$ cat config.mk
export PLATFORM = sky130hd
export DESIGN_NAME = alu_issue_stage
export DESIGN_NICKNAME = d
export VERILOG_FILES = /design/src/rtl/alu_issue_stage.sv
export SDC_FILE = /design/constraint.sdc
export NUM_CORES = 1
export LEC_CHECK = 0
export ABC_AREA = 1
export CAP_MARGIN = 15
export CORE_ASPECT_RATIO = 1.25
export CORE_MARGIN = 2
export CORE_UTILIZATION = 51
export DETAILED_ROUTE_END_ITERATION = 8
export PLACE_DENSITY = 0.95
export SLEW_MARGIN = 30
export SYNTH_ARGS = -nofsm -noshare
export SYNTH_HDL_FRONTEND = slang
export SYNTH_SLANG_ARGS = --single-unit
$ cat constraint.sdc
create_clock -name clk -period 13.3 [get_ports clk]
set_clock_uncertainty 0.05 [all_clocks]
set_input_delay 3.325 -clock clk [delete_from_list [all_inputs] [get_ports clk]]
set_output_delay 3.325 -clock clk [all_outputs]
set_load 0.03 [all_outputs]
$ cat src/rtl/alu_issue_stage.sv
// ALU issue stage: decodes an ALU operation and holds it in a 1- or 2-entry skid buffer.
// Optional macro ALU_NOR_EN adds R-type funct 100111 (nor) to the decode table.
module alu_issue_stage #(
    parameter int DEPTH_TWO = 1
) (
    input  logic        clk,
    input  logic        rst_n,
    input  logic        in_valid,
    output logic        in_ready,
    input  logic [1:0]  aluop,
    input  logic [5:0]  funct,
    input  logic [31:0] rs_val,
    input  logic [31:0] rt_val,
    input  logic [15:0] imm,
    input  logic        alusrc,
    output logic        out_valid,
    input  logic        out_ready,
    output logic [31:0] a,
    output logic [31:0] b,
    output logic [3:0]  ALUctl,
    output logic        illegal
);

    localparam int DATA_W = 32;

    localparam logic [3:0] CTL_AND = 4'b0000;
    localparam logic [3:0] CTL_OR  = 4'b0001;
    localparam logic [3:0] CTL_ADD = 4'b0010;
    localparam logic [3:0] CTL_SUB = 4'b0110;
    localparam logic [3:0] CTL_SLT = 4'b0111;
`ifdef ALU_NOR_EN
    localparam logic [3:0] CTL_NOR = 4'b1100;
`endif

    typedef enum logic [1:0] {
        EMPTY = 2'd0,
        ONE   = 2'd1,
        TWO   = 2'd2
    } occ_t;

    typedef struct packed {
        logic signed [DATA_W-1:0] a;
        logic signed [DATA_W-1:0] b;
        logic [3:0]               ctl;
        logic                     ill;
    } entry_t;

    // Returns {illegal, ALUctl}; unknown R-type functs fall back to add and flag illegal.
    function automatic logic [4:0] decode_op(input logic [1:0] op, input logic [5:0] fn);
        logic [4:0] r;
        r = {1'b0, CTL_ADD};
        case (op)
            2'b00: r = {1'b0, CTL_ADD};
            2'b01: r = {1'b0, CTL_SUB};
            2'b11: r = {1'b0, CTL_OR};
            default: begin
                case (fn)
                    6'b100000: r = {1'b0, CTL_ADD};
                    6'b100010: r = {1'b0, CTL_SUB};
                    6'b100100: r = {1'b0, CTL_AND};
                    6'b100101: r = {1'b0, CTL_OR};
                    6'b101010: r = {1'b0, CTL_SLT};
`ifdef ALU_NOR_EN
                    6'b100111: r = {1'b0, CTL_NOR};
`endif
                    default:   r = {1'b1, CTL_ADD};
                endcase
            end
        endcase
        return r;
    endfunction

    // Logical immediates (ori) are zero-extended, arithmetic ones sign-extended.
    function automatic logic signed [DATA_W-1:0] ext_imm(input logic [15:0] im, input logic zext);
        logic signed [15:0]       s;
        logic signed [DATA_W-1:0] r;
        s = $signed(im);
        if (zext)
            r = {{(DATA_W-16){1'b0}}, im};
        else
            r = s;
        return r;
    endfunction

    occ_t   state, state_nxt;
    logic   in_ready_nxt;
    logic   acc, ret;
    logic   ld_head_new, ld_head_tail, ld_tail;
    entry_t new_ent;
    entry_t head_p0;
    entry_t tail_p1;

    assign acc = in_valid & in_ready;
    assign ret = out_valid & out_ready;

    always_comb begin
        logic [4:0] dec;
        dec         = decode_op(aluop, funct);
        new_ent.a   = $signed(rs_val);
        new_ent.b   = alusrc ? ext_imm(imm, aluop == 2'b11) : $signed(rt_val);
        new_ent.ctl = dec[3:0];
        new_ent.ill = dec[4];
    end

    // State register; in_ready is registered alongside the occupancy.
    always_ff @(posedge clk or negedge rst_n) begin
        if (!rst_n) begin
            state    <= EMPTY;
            in_ready <= 1'b0;
        end else begin
            state    <= state_nxt;
            in_ready <= in_ready_nxt;
        end
    end

    always_comb begin
        state_nxt = state;
        case (state)
            EMPTY: if (acc) state_nxt = ONE;
            ONE: begin
                if (acc && !ret)
                    state_nxt = (DEPTH_TWO != 0) ? TWO : ONE;
                else if (!acc && ret)
                    state_nxt = EMPTY;
            end
            TWO: if (ret) state_nxt = ONE;
            default: state_nxt = EMPTY;
        endcase
    end

    always_comb begin
        out_valid    = (state != EMPTY);
        ld_head_new  = acc && ((state == EMPTY) || ((state == ONE) && ret));
        ld_tail      = acc && (state == ONE) && !ret;
        ld_head_tail = ret && (state == TWO);
        if (DEPTH_TWO != 0)
            in_ready_nxt = (state_nxt != TWO);
        else
            in_ready_nxt = (state_nxt == EMPTY);
    end

    // Stage p0: head entry, drives the ALU outputs directly
    always_ff @(posedge clk or negedge rst_n) begin
        if (!rst_n)
            head_p0 <= '0;
        else if (ld_head_new)
            head_p0 <= new_ent;
        else if (ld_head_tail)
            head_p0 <= tail_p1;
    end

    // Stage p1: skid entry, only ever occupied when DEPTH_TWO is set
    always_ff @(posedge clk) begin
        if (ld_tail)
            tail_p1 <= new_ent;
    end

    assign a       = head_p0.a;
    assign b       = head_p0.b;
    assign ALUctl  = head_p0.ctl;
    assign illegal = head_p0.ill;

endmodule

==> flow_summary.toml, run 1 <==
[cts]
cts.htree.levels = 4
path_clk_slew_ps = 60
hold_buffers = 0
cts_buffer_depth = 2
root_buffer = "clkbuf_16"
cts_made_buffers = 17
cts_tree = "yes"
cts_sinks = 139
clk_latency_ps = 410
cts_resized = 0
postCtsSetupRepairBufs = 0

[synth]
synth_cell_type_count = 22
avgSynthCellArea_sq_um = 9.80
synth_cells = 589
yosys_warnings = 0
yosys_register_bits = 139
synth_area_sq_um = 5770
ys_seq_area_frac = 0.662
syn_nets = 682

[critical_path]
r2r-start = "state[1]"
worst_setup_path_start_kind = "primary input"
crit_top_cell = "inv_1"
crit_chain = "clkdlybuf4s50_1, clkinv_1, a21oi_1, inv_1, o21ai_0, inv_1"
cp_max_fo = 32
criticalPathCategory = "in2reg"
setup.worst_path.end_class = "flop"
startpoint = "alusrc"
critPathSlowestCell = "clkinv_1"
worstPathArrival_ps = 5900
required_ps = 13540
slowest_delay_ps = 930

[finish]
utilization = 0.721
drive_gt1_frac = 0.0594
area_growth_pct = 38.6
stdcell_count = 892
final_cell_area_sq_um = 8000
n_antenna_cell = 0
nets = 837

[routing]
drt_iter0_markers = 287
drt_pass1_iterations = 5
ant_nets = 0
drc = 0
vias = 4714
wl_per_cell_um = 16.1
routed_via_density = 5.28
wirelength_um = 14400

[place]
post-dp-hpwl_um = 9420
place_ws_ps = 7620
port_buffers = 162
place.gp.congestion = 0.845
dpl.cell_count = 860
dpl_cell_area_sq_um = 7390

[timing]
setup_violations = 0
period_share = 0.426
period_needed_ps = 5660
maxSlewHeadroom = 0.379
layout_setup_ws_ps = 7640
rsz0062_at_grt = "no"
hold_viol_final = 0
tightest_slew_ps = 930
fin_setup_tns_ps = 0
clock.fmax_mhz = 177
slew_viol_final = 0

[die]
core-area_sq_um = 11100
dieWidth_um = 99.1
pin_count = 164
start_util = 0.521
die_h_um = 123
rows = 43
die_area_sq_um = 12200

[global_routing]
grt_remaining_overflow = 0
antenna_found_initial = 0
grt_pass1_wl_um = 22900
grt_usage = 0.241
grt_max_degree = 72
grt_pass1_vias = 4704

[power]
pwr_density_cell_nw_per_um2 = 204
power_leakage_nw = 3.51
max-vdd-ir-drop_mv = 0.0969

[flow_run]
cap_violations = 0

[worst_hold_path]
worstHoldStart = "tail_p1[68]"
hold_path_class = "reg2reg"

[outcome]
status = "finished, final reports clean"
-- registers in the layout, summed over array words and instances (netlist names) --
register / cells
tail_p1: 68
a: 32
b: 32
ALUctl: 3
state: 2
illegal: 1
in_ready: 1
-- worst paths after layout --
path | end | slack [ps] | cells after the start
max | b[15] | 7640 | 6
min | a[31] | 410 | 2
max reg2reg | ALUctl[1] | 10890 | 6
min reg2reg | a[31] | 410 | 2
max in group asynchronous | in_ready | 9800 | 1
min in group asynchronous | a[25] | 2860 | 1
-- final cells by class --
| class | count | area, sq um |
|---|---|---|
| Sequential cell | 139 | 3820 |
| Tap cell | 135 | 169 |
| Inverter | 42 | 161 |
| Clock buffer | 21 | 460 |
| Timing Repair Buffer | 164 | 1640 |
| Clock inverter | 11 | 144 |
| Multi-Input combinational cell | 380 | 1610 |
| Fill cell | 746 | 3090 |
-- Yosys cell counts --
| library cell | n | share of area |
|---|---|---|
| nand2_1 | 258 | 0.17 |
| dfrtp_1 | 71 | 0.31 |
| edfxtp_1 | 68 | 0.35 |
| nand3_1 | 63 | 0.055 |
| inv_1 | 36 | 0.023 |
| nor2_1 | 15 | 0.0098 |
| buf_2 | 14 | 0.012 |
| a21oi_1 | 12 | 0.010 |
| o21ai_0 | 11 | 0.0095 |
| buf_6 | 8 | 0.016 |
| o21ai_1 | 7 | 0.0061 |
| a22oi_1 | 6 | 0.0078 |
| inv_2 | 6 | 0.0039 |
| buf_4 | 3 | 0.0039 |
| clkbuf_1 | 2 | 0.0013 |
| nand2_2 | 2 | 0.0022 |
| nor3_1 | 2 | 0.0017 |
| buf_1 | 1 | 0.00065 |
| conb_1 | 1 | 0.00065 |
| nand2_4 | 1 | 0.0020 |
| nand4_4 | 1 | 0.0037 |
| nor2_2 | 1 | 0.0011 |
-- metal layers --
layer  part of all wire  global-route usage  vias up  wire length [um]
met4              0.018              0.0985        0               255
met1               0.39               0.292     2260              5550
met2               0.53               0.420      214              7620
met5                  0                   0        -                 0
li1                   -                   -     2216                 -
met3              0.067              0.0520       24               964
-- stage by stage --
stage               total power [mW]  hold WS, ps
detailed placement              1.16          399
floorplan                      0.917          392
global placement                1.14          394
global route                    1.70          427
CTS                             1.64          412
finish                          1.63          407
-- cell usage in the layout (no fill, tap or decap), types with 2 or more instances in the layout --
cell type / instances
clkinv_4: 2
o21ai_1: 7
nand2_2: 2
clkdlybuf4s50_1: 161
nor2_1: 15
nand2_1: 258
inv_4: 2
buf_4: 2
bufinv_16: 3
edfxtp_1: 68
clkinvlp_4: 2
nand3_1: 63
clkbuf_1: 2
dfrtp_1: 71
a21oi_1: 12
clkbuf_16: 17
a22oi_1: 6
inv_2: 4
clkbuf_8: 2
o21ai_0: 11
clkinv_2: 4
inv_1: 35
-- cells by family after synthesis --
| group | synth area share |
|---|---|
| buffers and inverters | 0.0609 |
| other | 0.000650 |
| and+or+nand+nor | 0.243 |
| AOI/OAI and AO/OA | 0.0338 |
| DFF | 0.662 |
-- report_power, final --
group          internal [mW]  total (mW)  switching (mW)
clock                  0.304       0.477           0.172
sequential             0.553       0.609          0.0558
combinational          0.215       0.546           0.330
total                   1.07        1.63           0.559
-- critical path: cells and delay by family --
family,cells,cell delay (ps)
buffers and inverters,4,1980
AOI/OAI and AO/OA,2,570
(Power assumes the default switching activity.)
==> run 2: changes to the inputs <==
- CORE_UTILIZATION: 51 -> 43
- PLACE_DENSITY: 0.95 -> 0.86
- clock period: 13.3 -> 4.7 ns (I/O delays scaled with it)
==> run 2 against run 1 <==
Compared with the run above: combinational power rose to 2.8 times the previous value; utilization decreased by 11 points; critical path depth is 2 higher; highest routed layer unchanged; count of clock-buffer cells in the layout down 3; cell area rose by 1.0%; final cell count grew 4.6%; via count fell by 3.4%; largest cell class unchanged; power rose to 2.8 times the previous value; clock power grew to 2.8 times the previous value; die area up 18%; non-clock buffer count increased by 5.
==> flow_summary.toml, run 2 (synthesis results as in run 1) <==
[cts]
cts_made_buffers = 17
clk_latency_ps = 400
hold_buffers = 0
cts_buffer_depth = 2
cts_resized = 0
cts_tree = "yes"
cts_sinks = 139
root_buffer = "clkbuf_16"
postCtsSetupRepairBufs = 0
path_clk_slew_ps = 50
cts.htree.levels = 4

[outcome]
status = "finished, final reports clean"

[finish]
nets = 842
largest_register_ffs = 68
final_cell_area_sq_um = 8080
fillCellCount = 1103
layout_common_cells = "nand2_1 (258), clkdlybuf4s50_1 (161), dfrtp_1 (71)"
ff_latch_area_sq_um = 3820
n_antenna_cell = 0
regMostFlops = "tail_p1"
area_growth_pct = 40.0
layout_commonest_cell = "nand2_1"
multi_input_area_sq_um = 1610
drive_gt1_frac = 0.0682

[global_routing]
grt_pass1_wl_um = 22100
grt_max_degree = 72
grt_remaining_overflow = 0
grt_pass1_vias = 4486
grt_usage = 0.197
antenna_found_initial = 0

[place]
port_buffers = 162
place_ws_ps = 1230
place.gp.congestion = 0.784
dpl_cell_area_sq_um = 7470
post-dp-hpwl_um = 9180

[timing]
setup_violations = 0
slew_viol_final = 0
period_needed_ps = 3030
clock.fmax_mhz = 330
tightest_slew_ps = 919
rsz0062_at_grt = "no"
period_share = 0.645
hold_viol_final = 0
layout_setup_ws_ps = 1670
fin_setup_tns_ps = 0
maxSlewHeadroom = 0.388

[die]
die_h_um = 134
die_area_sq_um = 14400
pin_count = 164
start_util = 0.438
core-area_sq_um = 13200
rows = 47
dieWidth_um = 108

[routing]
routed_via_density = 4.88
wirelength_um = 13800
ant_nets = 0
wl_per_cell_um = 14.8
drt_pass1_iterations = 4
drt_iter0_markers = 231
vias = 4553
drc = 0

[worst_hold_path]
hold_path_class = "reg2reg"
whs_path_depth = 2

[critical_path]
setup.worst_path.end_class = "flop"
cp_max_fo = 33
ff2ff_path_depth = 8
required_ps = 4980
criticalPathCategory = "in2reg"
worst_setup_path_start_kind = "primary input"
worstPathArrival_ps = 3320

[power]
power_leakage_nw = 3.53
pwr_density_cell_nw_per_um2 = 570
max-vdd-ir-drop_mv = 0.341

[flow_run]
cap_violations = 0
-- run 2: changes by cell type in the layout (fill, tap and decap cells not counted), moves of 2 or more --
| cell | before | now |
|---|---|---|
| inv_2 | 4 | 7 |
| inv_4 | 2 | 0 |
| inv_6 | 0 | 2 |
| clkbuf_8 | 2 | 0 |
| buf_4 | 2 | 7 |
-- run 2: per-layer routing --
layer  GRT usage  wire (um)  vias up
met3      0.0563        823        9
met1       0.247       5760     2165
met4      0.0513        131        0
met2       0.335       7090      153
li1            -          -     2226
met5           0          0        -
-- run 2: worst max-delay path, cell delays in order --
cell and delay, ps:
clkdlybuf4s50_1 490, inv_1 70, nand2_2 110, nand4_4 330, inv_2 610, buf_4 340
nand2_1 80, nand3_1 90
-- run 2: power breakdown --
group	total, mW	switching [mW]	internal [mW]	leakage, nW
Clock	1.34	0.508	0.837	0.287
Combinational	1.54	0.923	0.615	1.76
Sequential	1.72	0.154	1.56	1.49
Total	4.60	1.58	3.02	3.53
-- run 2: worst paths after layout --
kind,endpoint,slack [ps],from
worst min-delay path,b[1],410,tail_p1[6]
worst min register to register,b[1],410,tail_p1[6]
worst max-delay path,b[14],1670,out_ready
max in group asynchronous,b[28],3370,rst_n
min in group asynchronous,a[29],750,rst_n
worst max register to register,b[3],2490,state[1]
-- run 2: cell type report --
cell class                 instances  area share
clock buffer                      18      0.0531
clock inverter                    14      0.0212
inverter                          42      0.0195
multi-input combinational        380       0.200
sequential                       139       0.473
tap                              171      0.0265
timing repair buffer             169       0.207
-- run 2: per-stage QoR --
| step | power [mW] | cells | hold slack (ps) | util |
|---|---|---|---|---|
| after floorplan | 2.59 | 589 | 392 | - |
| after global placement | 3.25 | 901 | 394 | 0.567 |
| after detailed placement | 3.29 | 901 | 403 | 0.567 |
| after CTS | 4.65 | 933 | 419 | 0.613 |
| after global routing | 4.82 | 933 | 435 | 0.613 |
| final | 4.60 | 933 | 415 | 0.613 |
